<file path="src/rtl/mcu_el2_pkg.sv">
// mcu_el2_pkg: shared types and constants for the bus clock-enable generator
package mcu_el2_pkg;
  typedef enum logic {RUN, DRAIN} fsm_t;
  localparam int LSU = 0;
  localparam int IFU = 1;
  localparam int DBG = 2;
  localparam int DMA = 3;
  localparam int DEF_RATIO = 0;
endpackage

</file>
<file path="src/rtl/mcu_el2_bus_clken_gen_if.sv">
// mcu_el2_bus_clken_gen_if: ratio handshake and bus enable signals
interface mcu_el2_bus_clken_gen_if #(parameter int RATIO_W = 3, parameter int NUM_BUS = 4);
  logic ratio_req;
  logic [RATIO_W-1:0] ratio_new;
  logic ratio_ack;
  logic ratio_err;
  logic bus_idle;
  logic [NUM_BUS-1:0] bus_en_mask;
  logic scan_mode;
  logic [NUM_BUS-1:0] bus_clk_en;
  logic [RATIO_W-1:0] ratio_cur;
  logic [RATIO_W-1:0] bus_cnt;
  modport master(output ratio_req, ratio_new, bus_idle, bus_en_mask, scan_mode,
                 input ratio_ack, ratio_err, bus_clk_en, ratio_cur, bus_cnt);
  modport slave(input ratio_req, ratio_new, bus_idle, bus_en_mask, scan_mode,
                output ratio_ack, ratio_err, bus_clk_en, ratio_cur, bus_cnt);
endinterface

</file>
<file path="src/rtl/mcu_el2_bus_clken_div.sv">
// mcu_el2_bus_clken_div: period counter with ratio load; en is high on the last cycle of each period
module mcu_el2_bus_clken_div import mcu_el2_pkg::*; #(parameter int RATIO_W = 3) (
  input  logic clk,
  input  logic rst,
  input  logic load,
  input  logic [RATIO_W-1:0] ratio_load,
  output logic [RATIO_W-1:0] cnt,
  output logic [RATIO_W-1:0] ratio,
  output logic en,
  output logic boundary
);
  logic [RATIO_W-1:0] cnt_next, ratio_next;
  always_comb begin
    boundary = cnt == ratio;
    ratio_next = load ? ratio_load : ratio;
    cnt_next = (boundary | load) ? '0 : cnt + 1'b1;
  end
  always_ff @(posedge clk) begin
    if (rst) begin
      cnt <= '0;
      ratio <= RATIO_W'(DEF_RATIO);
      en <= 1'b0;
    end else begin
      cnt <= cnt_next;
      ratio <= ratio_next;
      en <= cnt_next == ratio_next;
    end
  end
endmodule

</file>
<file path="src/rtl/mcu_el2_bus_clken_gen.sv">
// mcu_el2_bus_clken_gen: core-to-bus clock enables with handshaked run-time ratio change
module mcu_el2_bus_clken_gen import mcu_el2_pkg::*; #(
  parameter int RATIO_W = 3,
  parameter int TMO_W = 8,
  parameter int NUM_BUS = 4
) (
  input logic clk,
  input logic rst,
  mcu_el2_bus_clken_gen_if.slave bus
);
  fsm_t state_q, state_d;
  logic [RATIO_W-1:0] pend_q, pend_d;
  logic [TMO_W-1:0] tmo_q, tmo_d;
  logic ack_d, err_d, load, en, boundary;
  mcu_el2_bus_clken_div #(.RATIO_W(RATIO_W)) u_div (
    .clk(clk),
    .rst(rst),
    .load(load),
    .ratio_load(pend_q),
    .cnt(bus.bus_cnt),
    .ratio(bus.ratio_cur),
    .en(en),
    .boundary(boundary)
  );
  // a switch only happens on a boundary, where en is already high, so no short period
  always_comb begin
    state_d = state_q;
    pend_d = pend_q;
    tmo_d = tmo_q;
    ack_d = 1'b0;
    err_d = 1'b0;
    load = 1'b0;
    if (state_q == RUN) begin
      if (bus.ratio_req) begin
        pend_d = bus.ratio_new;
        tmo_d = '0;
        state_d = DRAIN;
      end
    end else if (boundary) begin
      if (bus.bus_idle) begin
        load = 1'b1;
        ack_d = 1'b1;
        state_d = RUN;
      end else begin
        tmo_d = tmo_q + 1'b1;
        err_d = &tmo_d;
        state_d = err_d ? RUN : DRAIN;
      end
    end
  end
  always_ff @(posedge clk) begin
    if (rst) begin
      state_q <= RUN;
      pend_q <= '0;
      tmo_q <= '0;
      bus.ratio_ack <= 1'b0;
      bus.ratio_err <= 1'b0;
    end else begin
      state_q <= state_d;
      pend_q <= pend_d;
      tmo_q <= tmo_d;
      bus.ratio_ack <= ack_d;
      bus.ratio_err <= err_d;
    end
  end
  assign bus.bus_clk_en = ({NUM_BUS{en}} & ~bus.bus_en_mask) | {NUM_BUS{bus.scan_mode}};
endmodule

</file>
<file path="src/flat_wrapper.sv">
// flat-port wrapper written by rule: the top's interface ports become plain ports
module mcu_el2_bus_clken_gen_flat import mcu_el2_pkg::*;
#(
  parameter int RATIO_W = 3,
  parameter int TMO_W = 8,
  parameter int NUM_BUS = 4
)
  (clk, rst, bus_ratio_req, bus_ratio_new, bus_bus_idle, bus_bus_en_mask, bus_scan_mode, bus_ratio_ack, bus_ratio_err, bus_bus_clk_en, bus_ratio_cur, bus_bus_cnt);
  mcu_el2_bus_clken_gen_if #(.RATIO_W(RATIO_W), .NUM_BUS(NUM_BUS)) bus_i ();
  input logic clk;
  input logic rst;
  input wire logic [$bits(bus_i.ratio_req)-1:0] bus_ratio_req;
  input wire logic [$bits(bus_i.ratio_new)-1:0] bus_ratio_new;
  input wire logic [$bits(bus_i.bus_idle)-1:0] bus_bus_idle;
  input wire logic [$bits(bus_i.bus_en_mask)-1:0] bus_bus_en_mask;
  input wire logic [$bits(bus_i.scan_mode)-1:0] bus_scan_mode;
  output wire logic [$bits(bus_i.ratio_ack)-1:0] bus_ratio_ack;
  output wire logic [$bits(bus_i.ratio_err)-1:0] bus_ratio_err;
  output wire logic [$bits(bus_i.bus_clk_en)-1:0] bus_bus_clk_en;
  output wire logic [$bits(bus_i.ratio_cur)-1:0] bus_ratio_cur;
  output wire logic [$bits(bus_i.bus_cnt)-1:0] bus_bus_cnt;
  assign bus_i.ratio_req = bus_ratio_req;
  assign bus_i.ratio_new = bus_ratio_new;
  assign bus_i.bus_idle = bus_bus_idle;
  assign bus_i.bus_en_mask = bus_bus_en_mask;
  assign bus_i.scan_mode = bus_scan_mode;
  assign bus_ratio_ack = bus_i.ratio_ack;
  assign bus_ratio_err = bus_i.ratio_err;
  assign bus_bus_clk_en = bus_i.bus_clk_en;
  assign bus_ratio_cur = bus_i.ratio_cur;
  assign bus_bus_cnt = bus_i.bus_cnt;
  mcu_el2_bus_clken_gen #(.RATIO_W(RATIO_W), .TMO_W(TMO_W), .NUM_BUS(NUM_BUS)) u_core (.clk(clk), .rst(rst), .bus(bus_i));
endmodule
</file>
<file path="config.mk">
export PLATFORM = sky130hd
export DESIGN_NAME = mcu_el2_bus_clken_gen_flat
export DESIGN_NICKNAME = d
export VERILOG_FILES = /design/src/rtl/mcu_el2_pkg.sv /design/src/rtl/mcu_el2_bus_clken_gen_if.sv /design/src/rtl/mcu_el2_bus_clken_div.sv /design/src/rtl/mcu_el2_bus_clken_gen.sv /design/src/flat_wrapper.sv
export SDC_FILE = /design/constraint.sdc
export NUM_CORES = 1
export LEC_CHECK = 0
export ABC_AREA = 1
export BUFFER_PORTS_ARGS = -buffer_cell sky130_fd_sc_hd__buf_2
export CORE_UTILIZATION = 52
export DETAILED_ROUTE_END_ITERATION = 8
export PLACE_DENSITY = 0.77
export RECOVER_POWER = 25
export SLEW_MARGIN = 20
export SYNTH_ARGS = -nofsm -noshare
export SYNTH_HDL_FRONTEND = slang
export SYNTH_HIERARCHICAL = 1
export SYNTH_SLANG_ARGS = --single-unit
export TNS_END_PERCENT = 50
</file>
<file path="constraint.sdc">
create_clock -name clk -period 2.2 [get_ports clk]
set_input_delay 0.22 -clock clk [delete_from_list [all_inputs] [get_ports clk]]
set_output_delay 0.22 -clock clk [all_outputs]
set_load 0.01 [all_outputs]
</file>
==> flow_summary.ini, run 1 <==
[global_route]
grt_overflow = 0
antenna_found_initial = 0
grt_pass1_wl_um = 4020
grt_max_degree = 15
grt_pass1_vias = 1022
grt_usage_pct = 21.6

[layout]
layout.nets = 211
antenna_cells = 0
final_layout_size_suffix_gt1_share_pct = 20.5
area_growth_pct = 15.4

[worst_setup_path]
cp.required_ps = 2400
startpoint_type = flop
crit_top_cell = nor2_1
max_stage_delay_ps = 360
crit_type = flop to flop
crit_slowest_cell = dfxtp_1
end_kind = flop
path_max_fanout = 6
cp.arrival_ps = 2170
worstPathCellList = xnor2_1 -> nand3_2 -> inv_1 -> nand2_1 -> nor2_1 -> inv_2 -> or2_1 -> o21ai_2 -> nand4_1 -> nand3_1 -> nor2_1

[placed_design]
pre_cts_slack_ps = 256
portBuffers = 23
dp_hpwl_um = 1770
gp_congestion = 0.831

[route]
dr.pass1.iters = 4
routed_wl_um = 2250
via_count = 1065
drc = 0
avgRoutedWirePerCell_um = 10.1
vias_per_cell = 4.80
drt_iter0_drc = 13
postRouteAntennaNets = 0

[cts]
post_cts_resized = 0
cts_tree = built
postCtsHoldBufs = 0
cts_buffers = 3
post_cts_buffers = 0
insertion_delay_ps = 290
cts.htree.levels = 1
clock-sinks = 21
root_buffer = clkbuf_4
clk_pin_slew_ps = 110
cts_buffer_depth = 2

[sta]
slew_headroom_pct = 79.8
slew_violations = 0
fin_crit_ps = 1970
fmax_mhz = 507
setup_viol = 0
fin_setup_tns_ps = 0
holdWs_ps = 178
fin_crit_sh_pct = 89.7
rsz0062_at_grt = false
tightest_slew_ps = 302
timing.final.ws_setup_ps = 227
finalHoldViolCount = 0
skew_ps = 3.43

[yosys]
async_reset_ff_share_pct = 0
synth_cell_types = 22
ys.flop_type = dfxtp_1
synth_top_area_share_pct = 37.5
yosysWarningCount = 6
yosys-top-cells-area = dfxtp_1 38%, nand2_1 13%, inv_1 8.7%, nand3_1 6.7%, o21ai_0 5.4%
synth_cells = 168
synth_seq_cells = 21
synth_common_cells = 40 x nand2_1, 26 x inv_1, 21 x dfxtp_1
synth_area_mm2 = 0.00112
synth_edf_count = 0
yosysTopAreaCell = dfxtp_1
synth_fp_nets = 183
yosysSeqAreaShare_pct = 37.5
syn_avg_cell_area_um2 = 6.67
yosysMostFrequentCell = nand2_1

[power]
p_sw_mw = 0.209
power_density_mw_per_mm2 = 563
p_sw_share_pct = 28.7
internal_power_mw = 0.519
clkPwrFrac_pct = 24.4
peakVddDrop_mv = 0.275
power_leakage_nw = 0.615
comb_power_share_pct = 18.8
seqPwrFrac_pct = 56.8

[floorplanning]
initial_core_util_pct = 55.9
fp.dieW_um = 48.4
num_rows = 16
dieHeight_um = 48.4
ios = 24
coreArea_mm2 = 0.00200
dieArea_mm2 = 0.00234

[status]
status = finished clean

[hold_path]
hold_path_class = primary input to flop

[job]
drv_cap = 0
==> sequential cells by signal (all words and copies together) (netlist names) <==
name,count
u_core/u_div/en,1
u_core/state_q,1
u_core/u_div/cnt,3
u_core/u_div/ratio,3
u_core/bus.ratio_ack,1
u_core/pend_q,3
u_core/bus.ratio_err,1
u_core/tmo_q,8
==> power by group through the flow <==
stage	clock [mW]	combinational (mW)	sequential (mW)
final	0.178	0.137	0.413
after global placement	0	0.131	0.421
after global routing	0.204	0.157	0.416
after detailed placement	0	0.137	0.421
after floorplan	0	0.0888	0.422
after CTS	0.187	0.138	0.413
==> worst max-delay path: cells and delay by family (launching register included) <==
family	cells	cell delay [ps]
simple gates	7	1030
flops	1	360
compound gates	1	100
xor+xnor	1	210
buf+inv	2	190
==> worst paths after layout <==
path                               startpoint                       endpoint  slack (ps)  cells after the start
min reg2reg      u_core/tmo_q[7]$_SDFFE_PP0P_   u_core/tmo_q[7]$_SDFFE_PP0P_         500                      2
max reg2reg  u_core/u_div/ratio[2]$_SDFF_PP0_     u_core/u_div/en$_SDFF_PP0_         230                     11
max          u_core/u_div/ratio[2]$_SDFF_PP0_     u_core/u_div/en$_SDFF_PP0_         230                     11
min                          bus_ratio_new[2]  u_core/pend_q[2]$_SDFFE_PP0P_         180                      3
==> area by class of cell <==
class                   count  area (um^2)
fillers                   197          709
multi-input cells         115          579
flip-flops and latches     21          420
repair buffers             24          116
inverters                  31          116
well taps                  27         33.8
clock buffers               4         26.3
==> routing by layer <==
layer / track usage, % / part of all wire, % / vias up
met5: 0 / 0 / -
met2: 40.1 / 52 / 21
met4: 8.33 / 0.53 / 0
li1: - / - / 581
met1: 24.6 / 44 / 461
met3: 3.14 / 3.2 / 2
==> cell families after synthesis <==
kind of cell               after synthesis  synth area share (%)
adders and majority gates                3                  3.35
AOI/OAI and AO/OA                       21                  10.3
DFF                                     21                  37.5
and+or+nand+nor                         89                  36.5
xor gates and xnor gates                 2                  1.56
buffers and inverters                   32                  10.7
==> cell usage in the layout (no fill, tap or decap), drive strengths merged <==
cell,n
nand2,45
nor3,1
nor2,19
o21ai,13
xnor2,1
inv,31
o21bai,1
clkbuf,9
or2,2
a21oi,7
nand4,5
xor2,1
ha,3
buf,19
nand3,17
dfxtp,21
==> stage by stage <==
step / cells / utilization [%] / power [mW] / area, um^2
final: 222 / 64.6 / 0.728 / 1290
after global routing: 222 / 64.6 / 0.777 / 1290
after CTS: 222 / 64.9 / 0.738 / 1300
after detailed placement: 218 / 63.6 / 0.559 / 1270
after global placement: 218 / 63.6 / 0.553 / 1270
after floorplan: 168 / - / 0.511 / 1120
Power figures use the tool's default switching activity.
==> run 2, diff against run 1 <==
Settings changed: CTS_CLUSTER_DIAMETER set to 150, PLACE_DENSITY 0.77 to 0.78.
==> run 2 against run 1 <==
Combinational power hardly changed. Via count is 6.3% higher. Register-to-register slack better by 190 ps. Die area stayed put. Flip-flop and latch count stayed put. Final cell count stayed put. Sequential power hardly changed. Clock power is 4% higher. Total power is 0.94% higher. Worst setup slack better by 190 ps. Largest cell class unchanged.
==> flow_summary.ini, run 2 (synthesis gave the netlist of run 1 again) <==
[power]
power_density_mw_per_mm2 = 568
power_mw = 0.734
internal_power_mw = 0.516
p_sw_mw = 0.218
seqPwrFrac_pct = 56.2
p_sw_share_pct = 29.7
clkPwrFrac_pct = 25.2
comb_power_share_pct = 18.6
power_leakage_nw = 0.617
peakVddDrop_mv = 0.354

[layout]
layout.nets = 211
fin_area_mm2 = 0.00129
fillers = 198
largest_register_ffs = 8
post-route-util_pct = 64.6
layout_commonest_cell = nand2_1
fin_cells = 222
final_layout_size_suffix_gt1_share_pct = 21.0
regMostFlops = u_core/tmo_q
area_growth_pct = 15.5
antenna_cells = 0
final_cell_mix = 40 x nand2_1, 26 x inv_1, 21 x dfxtp_1

[global_route]
grt_pass1_wl_um = 4040
grt_pass1_vias = 1019
grt_usage_pct = 21.9
antenna_found_initial = 0
grt_max_degree = 15
grt_overflow = 0

[route]
postRouteAntennaNets = 0
vias_per_cell = 5.10
dr.pass1.iters = 4
via_count = 1132
avgRoutedWirePerCell_um = 10.5
routed_wl_um = 2330
drt_iter0_drc = 18
drc = 0

[worst_setup_path]
end_kind = flop
crit_type = flop to flop
path_max_fanout = 6
cp.arrival_ps = 2000
startpoint_type = flop
cp.required_ps = 2410

[cts]
cts.htree.levels = 1
root_buffer = clkbuf_4
cts_buffers = 3
cts_buffer_depth = 2
post_cts_buffers = 0
clock-sinks = 21
cts_tree = built
post_cts_resized = 0
postCtsHoldBufs = 0
clk_pin_slew_ps = 120
insertion_delay_ps = 300

[placed_design]
dp_hpwl_um = 1860
portBuffers = 23
gp_congestion = 0.812
dp.cells = 218
placedInstanceArea_mm2 = 0.00127

[sta]
setup_viol = 0
finalHoldViolCount = 0
rsz0062_at_grt = false
tightest_slew_ps = 307
fmax_mhz = 560
slew_violations = 0
slew_headroom_pct = 79.3
skew_ps = 6.13
fin_crit_sh_pct = 81.2
fin_setup_tns_ps = 0
fin_crit_ps = 1790

[floorplanning]
coreArea_mm2 = 0.00200
ios = 24
initial_core_util_pct = 55.9
dieHeight_um = 48.4
dieArea_mm2 = 0.00234
num_rows = 16
fp.dieW_um = 48.4

[job]
drv_cap = 0

[status]
status = finished clean

[hold_path]
hold_path_class = primary input to flop
-- run 2: cell types whose count changed in the layout (fill, tap and decap cells not counted) --
cell | previous run | this run
clkbuf_1 | 6 | 5
clkinv_2 | 0 | 1
-- run 2: final cells by class --
| cell class | count | area [um^2] | area share [%] |
|---|---|---|---|
| inverters | 31 | 116 | 8.99 |
| multi-input cells | 115 | 579 | 44.8 |
| well taps | 27 | 33.8 | 2.61 |
| flip-flops and latches | 21 | 420 | 32.5 |
| repair buffers | 24 | 116 | 8.99 |
| clock inverters | 1 | 5.00 | 0.387 |
| clock buffers | 3 | 22.5 | 1.74 |
-- run 2: routing by layer --
| layer | vias up | share of wire, % | track usage, % |
|---|---|---|---|
| li1 | 589 | - | - |
| met1 | 503 | 42 | 24.5 |
| met2 | 36 | 50 | 41.1 |
| met3 | 4 | 6.1 | 3.46 |
| met4 | 0 | 1.5 | 8.82 |
| met5 | - | 0 | 0 |
-- run 2: final timing paths --
| path | startpoint | end | slack [ps] | cells after the start |
|---|---|---|---|---|
| max | u_core/u_div/ratio[2]$_SDFF_PP0_ | u_core/u_div/en$_SDFF_PP0_ | 410 | 11 |
| min reg2reg | u_core/tmo_q[7]$_SDFFE_PP0P_ | u_core/tmo_q[7]$_SDFFE_PP0P_ | 500 | 2 |
| min | bus_ratio_new[2] | u_core/pend_q[2]$_SDFFE_PP0P_ | 160 | 3 |
| max reg2reg | u_core/u_div/ratio[2]$_SDFF_PP0_ | u_core/u_div/en$_SDFF_PP0_ | 410 | 11 |
-- run 2: per-stage QoR --
stage                     hold WS (ps)  setup WS (ps)
after floorplan                    292            349
after global routing               178            245
final                              158            414
after CTS                          152            427
after global placement             469            522
after detailed placement           484            447
-- run 2: critical path, cell delays in order, from the launching register on --
cell,delay (ps)
dfxtp_1,410
xnor2_1,160
nand3_2,140
inv_1,80
nand2_1,80
nor2_1,170
inv_2,80
or2_1,240
o21ai_2,100
nand4_1,110
nand3_1,90
nor2_1,40
-- run 2: power groups by stage --
stage | Sequential [mW] | Combinational, mW | Clock [mW]
4_1_cts | 0.413 | 0.138 | 0.195
5_1_grt | 0.416 | 0.154 | 0.208
3_3_place_gp | 0.421 | 0.131 | 0
2_1_floorplan | 0.422 | 0.0888 | 0
3_5_place_dp | 0.421 | 0.137 | 0
6_report | 0.413 | 0.136 | 0.185
==> run 3, diff against run 2 <==
Settings changed: ABC_AREA 1 to 0, CORE_UTILIZATION 52 to 47, PLACE_DENSITY 0.78 to 0.75.
Clock period 2.2 ns to 1.5 ns, I/O delays scaled along.
==> run 3 against run 2 <==
The flow now finishes with violations (setup timing). Sequential share of layout area shrank 4.0 points. Sequential power up 42%. Worst hold slack worse by 76 ps. Worst setup slack worse by 620 ps. First-iteration DRC count is 17% lower. Clock power is 40% higher. Die area grew 5.9%. Critical path depth shrank 5. Synthesized cell count is 26% lower. Synthesized area shrank 4.0%. Wire length grew 12%. Critical path type unchanged. Largest power group unchanged.
==> flow_summary.ini, run 3 <==
[status]
status = finished, violations left
failed_checks = setup timing

[route]
drt_iter0_drc = 15
routed_wl_um = 2620
vias_per_cell = 5.39
via_count = 1073
postRouteAntennaNets = 0
drc = 0
dr.pass1.iters = 4
avgRoutedWirePerCell_um = 13.1

[yosys]
synth_common_cells = 21 x dfxtp_1, 20 x nor2_1, 9 x a21oi_1
synth_top_area_share_pct = 39.1
yosysMostFrequentCell = dfxtp_1
synth_fp_nets = 140
yosysTopAreaCell = dfxtp_1
synth_seq_cells = 21
synth_area_mm2 = 0.00107
ys.flop_type = dfxtp_1
synth_cell_types = 37
synth_cells = 125
syn_avg_cell_area_um2 = 8.60
yosysSeqAreaShare_pct = 39.1
yosysWarningCount = 6
yosys-top-cells-area = dfxtp_1 39%, nor2_1 7.0%, mux2i_1 4.7%, a21oi_1 4.2%, xnor2_1 4.1%
synth_edf_count = 0
async_reset_ff_share_pct = 0

[floorplanning]
fp.dieW_um = 49.8
num_rows = 16
dieArea_mm2 = 0.00248
dieHeight_um = 49.8
initial_core_util_pct = 52.1
coreArea_mm2 = 0.00206
ios = 24

[worst_setup_path]
crit_type = flop to flop
startpoint_type = flop
rr_worst_depth = 6
r2r-start = u_core/u_div/ratio[1]$_SDFF_PP0_
rr_endpoint = u_core/tmo_q[4]$_SDFFE_PP0P_
cp.required_ps = 1680
path_max_fanout = 6
end_kind = flop
cp.arrival_ps = 1890
r2r_slack_ps = -210

[cts]
insertion_delay_ps = 290
clk_pin_slew_ps = 110
postCtsHoldBufs = 0
cts_tree = built
cts_buffers = 3
root_buffer = clkbuf_4
clock-sinks = 21
cts.htree.levels = 1
cts_buffer_depth = 2

[placed_design]
dp_hpwl_um = 1860
portBuffers = 23
gp_congestion = 0.826
placedInstanceArea_mm2 = 0.00146

[hold_path]
hold_path_class = primary input to flop
hold_path.startpoint = bus_ratio_new[0]
min_to = u_core/pend_q[0]$_SDFFE_PP0P_
min_path_cells = 3

[global_route]
use_met1_pct = 27.6
grt_usage_pct = 22.5
antenna_found_initial = 0
grt_overflow = 0
met3_usage_pct = 7.10
grt_pass1_wl_um = 4230
grt_pass1_vias = 997
grt.busiest_layer = met2
grt_max_degree = 21
grt_use_met2_pct = 38.1

[layout]
regMostFlops = u_core/tmo_q
antenna_cells = 0
fin_area_mm2 = 0.00156
final_cell_mix = 20 x buf_2, 20 x buf_4, 17 x nor2_1
post-route-util_pct = 75.7
fillers = 138
largest_register_ffs = 8
area_growth_pct = 45.2
layout.nets = 188
final_layout_size_suffix_gt1_share_pct = 44.2

[sta]
timing.final.ws_setup_ps = -210
rsz0062_at_grt = true
slew_headroom_pct = 74.9
fin_setup_tns_ps = -2270
fin_crit_ps = 1710
tightest_slew_ps = 376
skew_ps = 1.70
setup_viol = 16
finalHoldViolCount = 0
fmax_mhz = 585
holdWs_ps = 81.6
fin_crit_sh_pct = 114
slew_violations = 0

[power]
internal_power_mw = 0.795
clkPwrFrac_pct = 23.9
p_sw_mw = 0.287
power_leakage_nw = 0.674
comb_power_share_pct = 21.9
peakVddDrop_mv = 0.639
power_density_mw_per_mm2 = 693
power_mw = 1.08
seqPwrFrac_pct = 54.2
p_sw_share_pct = 26.5

[job]
drv_cap = 0
-- run 3: per-stage QoR --
stage	std cells	worst slack [ps]
finish	199	-210
global route	199	-297
CTS	197	-245
detailed placement	191	-239
global placement	191	-167
floorplan	125	-215
-- run 3: final cells by class --
type / count / area (um^2) / area share [%]
Timing Repair Buffer: 47 / 307 / 19.6
Sequential cell: 21 / 444 / 28.5
Tap cell: 27 / 33.8 / 2.17
Inverter: 7 / 28.8 / 1.84
Multi-Input combinational cell: 93 / 721 / 46.2
Clock buffer: 4 / 26.3 / 1.68
-- run 3: critical path: stages, from the launching register on --
cell and delay, ps:
dfxtp_4 380, xor2_4 190, nor3_4 230, nand3b_1 210, and2_2 280, o21ai_0 220, a21oi_2 80
-- run 3: logic make-up after synthesis --
| logic type | synth area share [%] |
|---|---|
| AND/OR/NAND/NOR | 22.9 |
| AO/OA/AOI/OAI | 18.3 |
| flip-flops | 39.1 |
| buffers and inverters | 4.19 |
| XOR/XNOR | 7.33 |
| multiplexers | 4.66 |
| adder cells (fa/ha/maj) | 3.49 |
-- run 3: power by group through the flow --
stage                     registers (mW)  clock network (mW)  logic [mW]
after floorplan                    0.599                   0       0.114
after global placement             0.596                   0       0.197
after detailed placement           0.597                   0       0.202
after CTS                          0.585               0.265       0.221
after global routing               0.588               0.294       0.256
final                              0.586               0.259       0.237
-- run 3: how the worst max path moves through the flow --
stage / from / to / slack (ps) / cells past startpoint
finish: u_core/u_div/ratio[1]$_SDFF_PP0_ / u_core/tmo_q[4]$_SDFFE_PP0P_ / -210 / 6
global route: u_core/u_div/ratio[1]$_SDFF_PP0_ / u_core/tmo_q[3]$_SDFFE_PP0P_ / -300 / 6
CTS: u_core/u_div/ratio[2]$_SDFF_PP0_ / u_core/tmo_q[2]$_SDFFE_PP0P_ / -240 / 5
detailed placement: u_core/u_div/cnt[1]$_SDFF_PP0_ / u_core/tmo_q[4]$_SDFFE_PP0P_ / -240 / 6
global placement: u_core/u_div/cnt[1]$_SDFF_PP0_ / u_core/tmo_q[4]$_SDFFE_PP0P_ / -170 / 6
floorplan: u_core/u_div/cnt[1]$_SDFF_PP0_ / u_core/u_div/en$_SDFF_PP0_ / -220 / 8
-- run 3: timing repair --
action                                  4_1_cts  5_1_grt
buffers inserted                              2        2
endpoints found under the setup margin       12       17
pin swaps                                    14        7
resized for setup                             9        8
-- run 3: per-layer routing --
layer / vias to the layer above / wire length [um] / share of wire (%)
met5: - / 0 / 0
met4: 0 / 15 / 0.57
met3: 2 / 135 / 5.2
met2: 32 / 1280 / 49
met1: 505 / 1190 / 45
li1: 534 / - / -
